$ cat config.mk
export PLATFORM = sky130hd
export DESIGN_NAME = div_arbiter
export DESIGN_NICKNAME = d
export VERILOG_FILES = /design/src/rtl/div_arbiter_pkg.sv /design/src/rtl/div_arbiter_rr_grant.sv /design/src/rtl/div_arbiter.sv
export SDC_FILE = /design/constraint.sdc
export NUM_CORES = 1
export LEC_CHECK = 0
export BUFFER_PORTS_ARGS = -buffer_cell sky130_fd_sc_hd__buf_2
export CAP_MARGIN = 20
export CORE_AREA = 2 2 183 185
export DETAILED_ROUTE_END_ITERATION = 6
export DIE_AREA = 0 0 185 187
export PLACE_DENSITY_LB_ADDON = 0.12
export SLEW_MARGIN = 20
export SYNTH_ARGS = -nofsm -noshare
export SYNTH_HDL_FRONTEND = slang
export SYNTH_HIERARCHICAL = 1
export SYNTH_SLANG_ARGS = --single-unit
$ cat constraint.sdc
create_clock -name clk -period 3.35 [get_ports clk]
set_clock_uncertainty 0.1 [all_clocks]
set_input_delay 0.67 -clock clk [delete_from_list [all_inputs] [get_ports clk]]
set_output_delay 0.67 -clock clk [all_outputs]
set_load 0.01 [all_outputs]
$ cat src/rtl/div_arbiter_pkg.sv
// div_arbiter_pkg: shared constants for the round-robin divider arbiter
// Holds the FSM state encoding, the divide-by-zero quotient and the
// default requester count / index width used by div_arbiter and its picker.
package div_arbiter_pkg;
    localparam int DIV_ARB_N_REQ = 4;
    localparam int DIV_ARB_ID_W  = 2;
    localparam logic [2:0] DIV_ARB_IDLE     = 3'd0;
    localparam logic [2:0] DIV_ARB_START    = 3'd1;
    localparam logic [2:0] DIV_ARB_WAIT_CLR = 3'd2;
    localparam logic [2:0] DIV_ARB_BUSY     = 3'd3;
    localparam logic [2:0] DIV_ARB_RESP     = 3'd4;
    localparam logic [32:0] DIV_ARB_ZERO_QUO = 33'h1_FFFF_FFFF;
endpackage

$ cat src/rtl/div_arbiter_rr_grant.sv
// div_arbiter_rr_grant: combinational round-robin priority picker
// Ports:
//   req      in  N_REQ  request vector
//   rrPtr    in  ID_W   index with highest priority this cycle
//   grant    out N_REQ  one-hot grant (zero when nothing requests)
//   grantId  out ID_W   encoded index of the granted requester
//   anyValid out 1      at least one request present
module div_arbiter_rr_grant import div_arbiter_pkg::*; #(
    parameter int N_REQ = DIV_ARB_N_REQ,
    parameter int ID_W  = DIV_ARB_ID_W
) (
    input  logic [N_REQ-1:0] req,
    input  logic [ID_W-1:0]  rrPtr,
    output logic [N_REQ-1:0] grant,
    output logic [ID_W-1:0]  grantId,
    output logic             anyValid
);
    // Scan from the farthest offset back to rrPtr so the closest requester wins.
    always_comb begin
        grantId  = '0;
        anyValid = |req;
        for (int k = N_REQ - 1; k >= 0; k--)
            if (req[(int'(rrPtr) + k) % N_REQ]) grantId = ID_W'((int'(rrPtr) + k) % N_REQ);
        grant = anyValid ? N_REQ'(1) << grantId : '0;
    end
endmodule

$ cat src/rtl/div_arbiter.sv
// div_arbiter: round-robin sharing of one restoring divider among N_REQ requesters
// Build option: DIV_ARBITER_ZERO_BYPASS_EN answers zero divisors locally
// (quotient all ones, remainder = dividend) without starting the divider.
// Ports:
//   clk, rst              clock / asynchronous active-low reset
//   req_valid/req_ready   per-requester request handshake (ready one-hot or zero)
//   req_a/req_b           packed 32-bit dividends/divisors, requester i at [32i+31:32i]
//   rsp_valid/rsp_ready   per-requester response handshake (valid one-hot)
//   rsp_quo/rsp_rem/rsp_id  result and index of the responding requester
//   div_start             one-cycle start pulse to the divider
//   div_a/div_b           operands held for the whole divide
//   div_quo/div_rem/div_finish  divider result and finish level
module div_arbiter import div_arbiter_pkg::*; #(
    parameter int N_REQ = DIV_ARB_N_REQ,
    parameter int ID_W  = DIV_ARB_ID_W
) (
    input  logic              clk,
    input  logic              rst,
    input  logic [N_REQ-1:0]  req_valid,
    output logic [N_REQ-1:0]  req_ready,
    input  logic [N_REQ*32-1:0] req_a,
    input  logic [N_REQ*32-1:0] req_b,
    output logic [N_REQ-1:0]  rsp_valid,
    input  logic [N_REQ-1:0]  rsp_ready,
    output logic [32:0]       rsp_quo,
    output logic [31:0]       rsp_rem,
    output logic [ID_W-1:0]   rsp_id,
    output logic              div_start,
    output logic [31:0]       div_a,
    output logic [31:0]       div_b,
    input  logic [32:0]       div_quo,
    input  logic [31:0]       div_rem,
    input  logic              div_finish
);
    logic [2:0]       state;
    logic [ID_W-1:0]  rrPtr;
    logic [ID_W-1:0]  grantId;
    logic [ID_W-1:0]  pickId;
    logic [N_REQ-1:0] pick;
    logic             anyValid;
    logic [31:0]      selA;
    logic [31:0]      selB;

    div_arbiter_rr_grant #(.N_REQ(N_REQ), .ID_W(ID_W)) picker (
        .req(req_valid),
        .rrPtr(rrPtr),
        .grant(pick),
        .grantId(pickId),
        .anyValid(anyValid)
    );

    assign selA      = req_a[32*pickId +: 32];
    assign selB      = req_b[32*pickId +: 32];
    assign req_ready = (state == DIV_ARB_IDLE) ? pick : '0;
    assign div_start = state == DIV_ARB_START;

    always_ff @(posedge clk or negedge rst) begin
        if (!rst) begin
            state     <= DIV_ARB_IDLE;
            rrPtr     <= '0;
            grantId   <= '0;
            div_a     <= '0;
            div_b     <= '0;
            rsp_valid <= '0;
            rsp_quo   <= '0;
            rsp_rem   <= '0;
            rsp_id    <= '0;
        end else begin
            case (state)
                DIV_ARB_IDLE: if (anyValid) begin
                    div_a   <= selA;
                    div_b   <= selB;
                    grantId <= pickId;
                    rrPtr   <= (pickId == ID_W'(N_REQ - 1)) ? '0 : pickId + 1'b1;
`ifdef DIV_ARBITER_ZERO_BYPASS_EN
                    if (selB == '0) begin
                        rsp_quo   <= DIV_ARB_ZERO_QUO;
                        rsp_rem   <= selA;
                        rsp_valid <= pick;
                        rsp_id    <= pickId;
                        state     <= DIV_ARB_RESP;
                    end else
                        state <= DIV_ARB_START;
`else
                    state <= DIV_ARB_START;
`endif
                end
                DIV_ARB_START: state <= DIV_ARB_WAIT_CLR;
                // A finish level still high from the previous divide must drop first.
                DIV_ARB_WAIT_CLR: if (!div_finish) state <= DIV_ARB_BUSY;
                DIV_ARB_BUSY: if (div_finish) begin
                    rsp_quo   <= div_quo;
                    rsp_rem   <= div_rem;
                    rsp_valid <= N_REQ'(1) << grantId;
                    rsp_id    <= grantId;
                    state     <= DIV_ARB_RESP;
                end
                DIV_ARB_RESP: if (rsp_ready[grantId]) begin
                    rsp_valid <= '0;
                    state     <= DIV_ARB_IDLE;
                end
                default: state <= DIV_ARB_IDLE;
            endcase
        end
    end
endmodule

==> results of run 1 <==
## layout make-up
cell class / count / area [um2]
fill: 3442 / 22200
timing repair buffer: 487 / 2550
antenna: 3 / 7.51
inverter: 4 / 15.0
sequential: 142 / 3550
clock inverter: 15 / 149
multi-input combinational: 385 / 3420
tap: 448 / 561
clock buffer: 17 / 425
## registers in the layout (all words and copies together) (netlist names)
name,flops
div_a,32
grantId,2
state,3
rsp_rem,32
div_b,32
rsp_id,2
rrPtr,2
rsp_valid,4
rsp_quo,33
## worst register-to-register path, stage by stage (launching register included)
cell and delay (ns):
dfrtp_1 0.57, mux2i_1 0.23, o22ai_1 0.12, a31oi_4 0.20, buf_12 0.35, mux4_2 0.68
mux2_4 0.27
## per-stage QoR
stage	power (uW)	std cells	instance area [um2]
after floorplan	5920	572	7250
after global placement	7560	1466	10100
after detailed placement	7590	1466	10100
after CTS	9560	1498	10700
after global routing	10100	1500	10700
final	9330	1501	10700
## metal layers
metal  routed length, um  part of all wire (%)  global-route usage (%)  up-vias
met1               10600                    39                    17.9     3078
met3                2290                   8.5                    5.78       33
met2               13500                    50                    27.3      284
met5                  48                  0.18                       0        -
met4                 424                   1.6                    4.49        6
li1                    -                     -                       -     2954
## report_power, final
part	switching, uW	internal, uW	total, uW
logic	2120	2280	4400
registers	475	2560	3040
clock network	854	1050	1900
## how the worst max path moves through the flow
stage / cells after the start / start / end / slack (ns)
5_1_grt: 6 / rrPtr[1] / div_a[14] / 0.51
2_1_floorplan: 8 / req_valid[0] / div_a[23] / 0.66
6_report: 6 / rrPtr[1] / div_a[13] / 0.73
4_1_cts: 6 / rrPtr[1] / div_b[24] / 0.69
3_3_place_gp: 7 / req_valid[1] / div_a[28] / 0.49
3_5_place_dp: 7 / req_valid[1] / div_a[13] / 0.49
## cells by family (layout without fill, tap and decap cells)
logic type | count (synthesis) | count (layout) | share of synthesized area [%]
AND/OR/NAND/NOR | 226 | 226 | 12.4
flip-flops | 142 | 142 | 49.0
multiplexers | 134 | 134 | 32.0
buffers and inverters | 45 | 523 | 4.13
AO/OA/AOI/OAI | 24 | 24 | 2.33
adder cells (fa/ha/maj) | 1 | 1 | 0.173
other | 0 | 3 | 0
## placed cells by master (no fill, tap or decap), drive strengths merged, types with 2 or more instances in the layout
cell type,n
inv,13
o2bb2ai,2
and2,6
a31oi,2
a21oi,5
diode,3
clkbuf,17
nor2,8
nor3,3
a21boi,2
a22o,2
clkinvlp,3
mux4,65
nor2b,2
clkinv,2
o21ai,5
dfrtp,142
nand2,203
buf,487
mux2,68
o221a,2
## cell usage after synthesis
library cell	instances	area, um2
buf_6	7	78.8
buf_2	6	30.0
mux2_4	20	300
o221a_2	2	22.5
o22ai_1	1	6.26
a21o_1	1	7.51
and2_1	5	31.3
buf_12	2	40.0
and2_4	1	8.76
dfrtp_1	142	3550
nand4b_1	1	8.76
nor2_1	8	30.0
a21boi_0	1	7.51
inv_1	4	15.0
mux2_2	48	541
buf_4	7	52.6
ha_1	1	12.5
nand2_1	203	762
nor2b_1	2	12.5
nor3_1	2	10.0
a32o_1	1	10.0
a21boi_1	1	7.51
nor3_2	1	10.0
buf_8	1	15.0
and4b_1	1	10.0
o21ai_0	3	15.0
mux4_1	1	26.3
o2bb2a_1	1	10.0
and3_1	1	6.26
nor3b_1	1	7.51
a31oi_1	2	12.5
a22o_1	2	17.5
mux4_2	64	1440
a21oi_1	5	25.0
clkbuf_1	16	60.1
o21ai_1	2	10.0
buf_1	2	7.51
o2bb2ai_1	2	17.5
mux2i_1	1	10.0
==> flow_metrics.env, run 1 <==
export IMPL_outcome="finished, final reports clean"
export IMPL_ant_nets=0
export IMPL_critPathKind="register to register"
export IMPL_post_cts_resize_count=0
export IMPL_fmax_ghz=0.382
export IMPL_gp_congestion=0.798
export IMPL_holdBufCountCts=0
export IMPL_synth_warnings=6
export IMPL_worstMarginPinSlew_ns=0.649
export IMPL_antenna_found_initial=7
export IMPL_clkSlewWorstSetupHoldPaths_ns=0.07
export IMPL_p_leak_uw=0.00547
export IMPL_min_period_ns=2.62
export IMPL_grt_start_max_net_pins=65
export IMPL_vias_per_cell=4.23
export IMPL_setup_violations=0
export IMPL_die_area_um2=34600
export IMPL_worstPathArrival_ns=2.84
export IMPL_port_buffers=471
export IMPL_hp_class="input pin to asynchronous set/reset pin"
export IMPL_crit_chain="mux2i_1 -> o22ai_1 -> a31oi_4 -> buf_12 -> mux4_2 -> mux2_4"
export IMPL_grt_total_usage_pct=15.7
export IMPL_dp_slack_ns=0.487
export IMPL_synth_seq_cells=142
export IMPL_yosysSeqAreaShare_pct=49.0
export IMPL_postSynthCellCount=572
export IMPL_rsz0062_at_grt="no"
export IMPL_core_region_area_um2=32900
export IMPL_syn_area_per_cell_um2=12.7
export IMPL_initial_utilization_pct=22.1
export IMPL_wirelength_um=26800
export IMPL_clk_latency_ns=0.44
export IMPL_r2r_start="rrPtr[1]"
export IMPL_max_slew_margin_rel_pct=56.7
export IMPL_cp_top_family="multiplexers"
export IMPL_maxSlewViolCount=0
export IMPL_drc_errors=0
export IMPL_nets=1370
export IMPL_fin_ws_ns=0.735
export IMPL_first_iter_violations=169
export IMPL_row_count=67
export IMPL_grt_pass1_vias=6775
export IMPL_numCtsBuffers=17
export IMPL_r2r_cells=6
export IMPL_reg2reg_slack_ns=0.73
export IMPL_clockBufferDepth=2
export IMPL_syn_nets=905
export IMPL_fin_util_pct=32.5
export IMPL_final_layout_size_suffix_gt1_share_pct=62.7
export IMPL_htree_levels=4
export IMPL_die_x_um=185
export IMPL_via_count=6355
export IMPL_firstDrtPassIters=4
export IMPL_postCtsSetupRepairBufs=0
export IMPL_dpl_hpwl_um=21100
export IMPL_holdWs_ns=0.138
export IMPL_clock_sinks=142
export IMPL_max_stage_delay_ns=0.57
export IMPL_cts_tree="built"
export IMPL_cp_start_kind="register"
export IMPL_final_setup_tns_ns=0
export IMPL_critical_path_required_ns=3.58
export IMPL_io_pins=472
export IMPL_p_per_area_nw_per_um2=874
export IMPL_synthesis_area_um2=7250
export IMPL_slowest_stage="dfrtp_1"
export IMPL_reg2reg_to="div_a[13]"
export IMPL_gr_total_overflow=0
export IMPL_hold_viol=0
export IMPL_wl_per_cell_um=17.9
export IMPL_grt_pass1_wl_um=40300
export IMPL_cts_root_buffer="clkbuf_16"
export IMPL_syn_to_final_growth_pct=47.3
export IMPL_period_share_pct=78.1
export IMPL_cap_violations=0
export IMPL_die_y_um=187
export IMPL_cp_max_fo=53
export IMPL_path_buf_inv=1
export IMPL_ir_drop_uv=340
export IMPL_synthDistinctLibCells=39
export IMPL_cp_end_kind="register"
Note: power is estimated with default switching activity, not from simulation.
==> inputs of run 2 (changes only) <==
--- a/config.mk
+++ b/config.mk
@@ -7,9 +7,9 @@
 export LEC_CHECK = 0
 export BUFFER_PORTS_ARGS = -buffer_cell sky130_fd_sc_hd__buf_2
 export CAP_MARGIN = 20
-export CORE_AREA = 2 2 183 185
+export CORE_AREA = 2 2 181 183
 export DETAILED_ROUTE_END_ITERATION = 6
-export DIE_AREA = 0 0 185 187
+export DIE_AREA = 0 0 183 185
 export PLACE_DENSITY_LB_ADDON = 0.12
 export SLEW_MARGIN = 20
 export SYNTH_ARGS = -nofsm -noshare
==> constraint.sdc (replaced) <==
create_clock -name clk -period 2.32 [get_ports clk]
set_clock_uncertainty 0.1 [all_clocks]
set_input_delay 0.464 -clock clk [delete_from_list [all_inputs] [get_ports clk]]
set_output_delay 0.464 -clock clk [all_outputs]
set_load 0.01 [all_outputs]
==> run 2 against run 1 <==
The run now ends with negative setup slack left. Non-clock buffer count grew 40. Critical endpoint is now div_b[0]. First-iteration DRC count increased by 29%. Clock power increased by 56%. Worst hold slack got worse by 0.013 ns. Routed wire length rose by 3.0%.
==> flow_metrics.env, run 2 (same netlist as run 1, synthesis figures left out) <==
export IMPL_hp_start="div_rem[20]"
export IMPL_antenna_found_initial=4
export IMPL_syn_to_final_growth_pct=57.2
export IMPL_fin_ws_ns=-0.0760
export IMPL_clock_sinks=142
export IMPL_numCtsBuffers=17
export IMPL_drc_errors=0
export IMPL_ir_drop_uv=642
export IMPL_grt_total_usage_pct=16.1
export IMPL_cap_violations=0
export IMPL_holdPathStages=3
export IMPL_largest_register="rsp_quo"
export IMPL_gr_total_overflow=0
export IMPL_hold_viol=0
export IMPL_core_region_area_um2=32000
export IMPL_violations="negative setup slack"
export IMPL_port_buffers=471
export IMPL_largest_reg_flops=33
export IMPL_row_count=66
export IMPL_clkSlewWorstSetupHoldPaths_ns=0.07
export IMPL_period_share_pct=103
export IMPL_die_area_um2=33900
export IMPL_clockBufferDepth=2
export IMPL_gp_congestion=0.813
export IMPL_reg2reg_to="div_b[0]"
export IMPL_final_cells=1500
export IMPL_cts_tree="built"
export IMPL_ant_nets=0
export IMPL_setup_violations=53
export IMPL_cp_start_kind="register"
export IMPL_rsz0062_at_grt="yes"
export IMPL_p_per_area_nw_per_um2=1310
export IMPL_p_leak_uw=0.00588
export IMPL_dpl_cell_count=1451
export IMPL_grt_start_max_net_pins=47
export IMPL_final_layout_size_suffix_gt1_share_pct=64.9
export IMPL_min_period_ns=2.40
export IMPL_via_count=6505
export IMPL_grt_pass1_wl_um=40800
export IMPL_die_x_um=183
export IMPL_die_y_um=185
export IMPL_wl_per_cell_um=18.4
export IMPL_io_pins=472
export IMPL_firstDrtPassIters=5
export IMPL_layout_common_cells="buf_2 (468), nand2_1 (203), dfrtp_1 (141)"
export IMPL_hp_class="input pin to register"
export IMPL_fillers=3263
export IMPL_fmax_ghz=0.417
export IMPL_dpl_hpwl_um=21400
export IMPL_cts_root_buffer="clkbuf_16"
export IMPL_htree_levels=4
export IMPL_r2r_cells=9
export IMPL_outcome="finished with violations"
export IMPL_maxSlewViolCount=0
export IMPL_critPathKind="register to register"
export IMPL_critical_path_required_ns=2.52
export IMPL_max_slew_margin_rel_pct=65.6
export IMPL_clk_latency_ns=0.43
export IMPL_p_total_uw=14900
export IMPL_vias_per_cell=4.34
export IMPL_grt_pass1_vias=6953
export IMPL_reg2reg_slack_ns=-0.08
export IMPL_worstMarginPinSlew_ns=0.515
export IMPL_first_iter_violations=218
export IMPL_r2r_start="rrPtr[1]"
export IMPL_final_common_cell="buf_2"
export IMPL_nets=1410
export IMPL_min_to="rsp_rem[20]"
export IMPL_initial_utilization_pct=22.6
export IMPL_cp_max_fo=10
export IMPL_cp_end_kind="register"
export IMPL_worstPathArrival_ns=2.60
export IMPL_wirelength_um=27600
==> run 2: where the power goes <==
part           leakage, uW  internal, uW  switching, uW
sequential         0.00173          3700            693
clock             0.000297          1800           1170
combinational      0.00385          4160           3370
total              0.00588          9670           5230
==> run 2: cell type report <==
| type | instances | area [um2] | area share, % |
|---|---|---|---|
| diodes | 3 | 7.51 | 0.0659 |
| well taps | 408 | 510 | 4.48 |
| inverters | 4 | 17.5 | 0.154 |
| clock buffers | 18 | 429 | 3.77 |
| repair buffers | 527 | 3150 | 27.6 |
| multi-input cells | 385 | 3540 | 31.0 |
| flip-flops and latches | 142 | 3550 | 31.2 |
| clock inverters | 13 | 189 | 1.66 |
==> run 2: per-stage QoR <==
stage / utilization [%] / worst slack [ns] / TNS [ns] / cell area [um2] / hold WS (ns)
after floorplan: - / -0.0306 / -1.23 / 7310 / 0.0684
after global placement: 32.3 / -0.180 / -7.95 / 10400 / 0.311
after detailed placement: 32.3 / -0.191 / -8.18 / 10400 / 0.314
after CTS: 34.9 / -0.0849 / -2.77 / 11200 / 0.0940
after global routing: 35.6 / -0.139 / -6.44 / 11400 / 0.0917
final: 35.6 / -0.0760 / -2.56 / 11400 / 0.125
==> run 2: per-layer routing <==
metal | vias to the layer above | global-route usage [%] | share of wire [%]
met2 | 278 | 27.6 | 51
met1 | 3150 | 18.9 | 40
met5 | - | 0 | 0.062
li1 | 3031 | - | -
met4 | 2 | 6.62 | 3.0
met3 | 44 | 4.80 | 6.7
==> run 2: how the worst max path moves through the flow <==
stage | from | endpoint | cells after the start
floorplan | req_valid[2] | div_a[23] | 8
global placement | req_valid[2] | div_b[13] | 8
detailed placement | req_valid[2] | div_b[12] | 8
CTS | rrPtr[1] | div_a[11] | 9
global route | rrPtr[1] | div_a[1] | 9
finish | rrPtr[1] | div_b[0] | 9
==> run 2: critical path, cell delays in order, from the launching register on <==
cell      delay, ns
dfrtp_2        0.44
buf_6          0.13
a21boi_2       0.14
o22ai_2        0.09
a31oi_4        0.17
buf_12         0.14
buf_12         0.15
buf_4          0.15
mux4_2         0.50
mux2_2         0.27
==> run 2: what timing repair did <==
| action | CTS | global route |
|---|---|---|
| setup endpoints to repair | 53 | 68 |
| hold buffers | 1 | 0 |
| cloned | 1 | 3 |
| pin swaps | 2 | 6 |
| setup buffers | 8 | 2 |
| hold endpoints to repair | 36 | 0 |
| resized for setup | 28 | 29 |
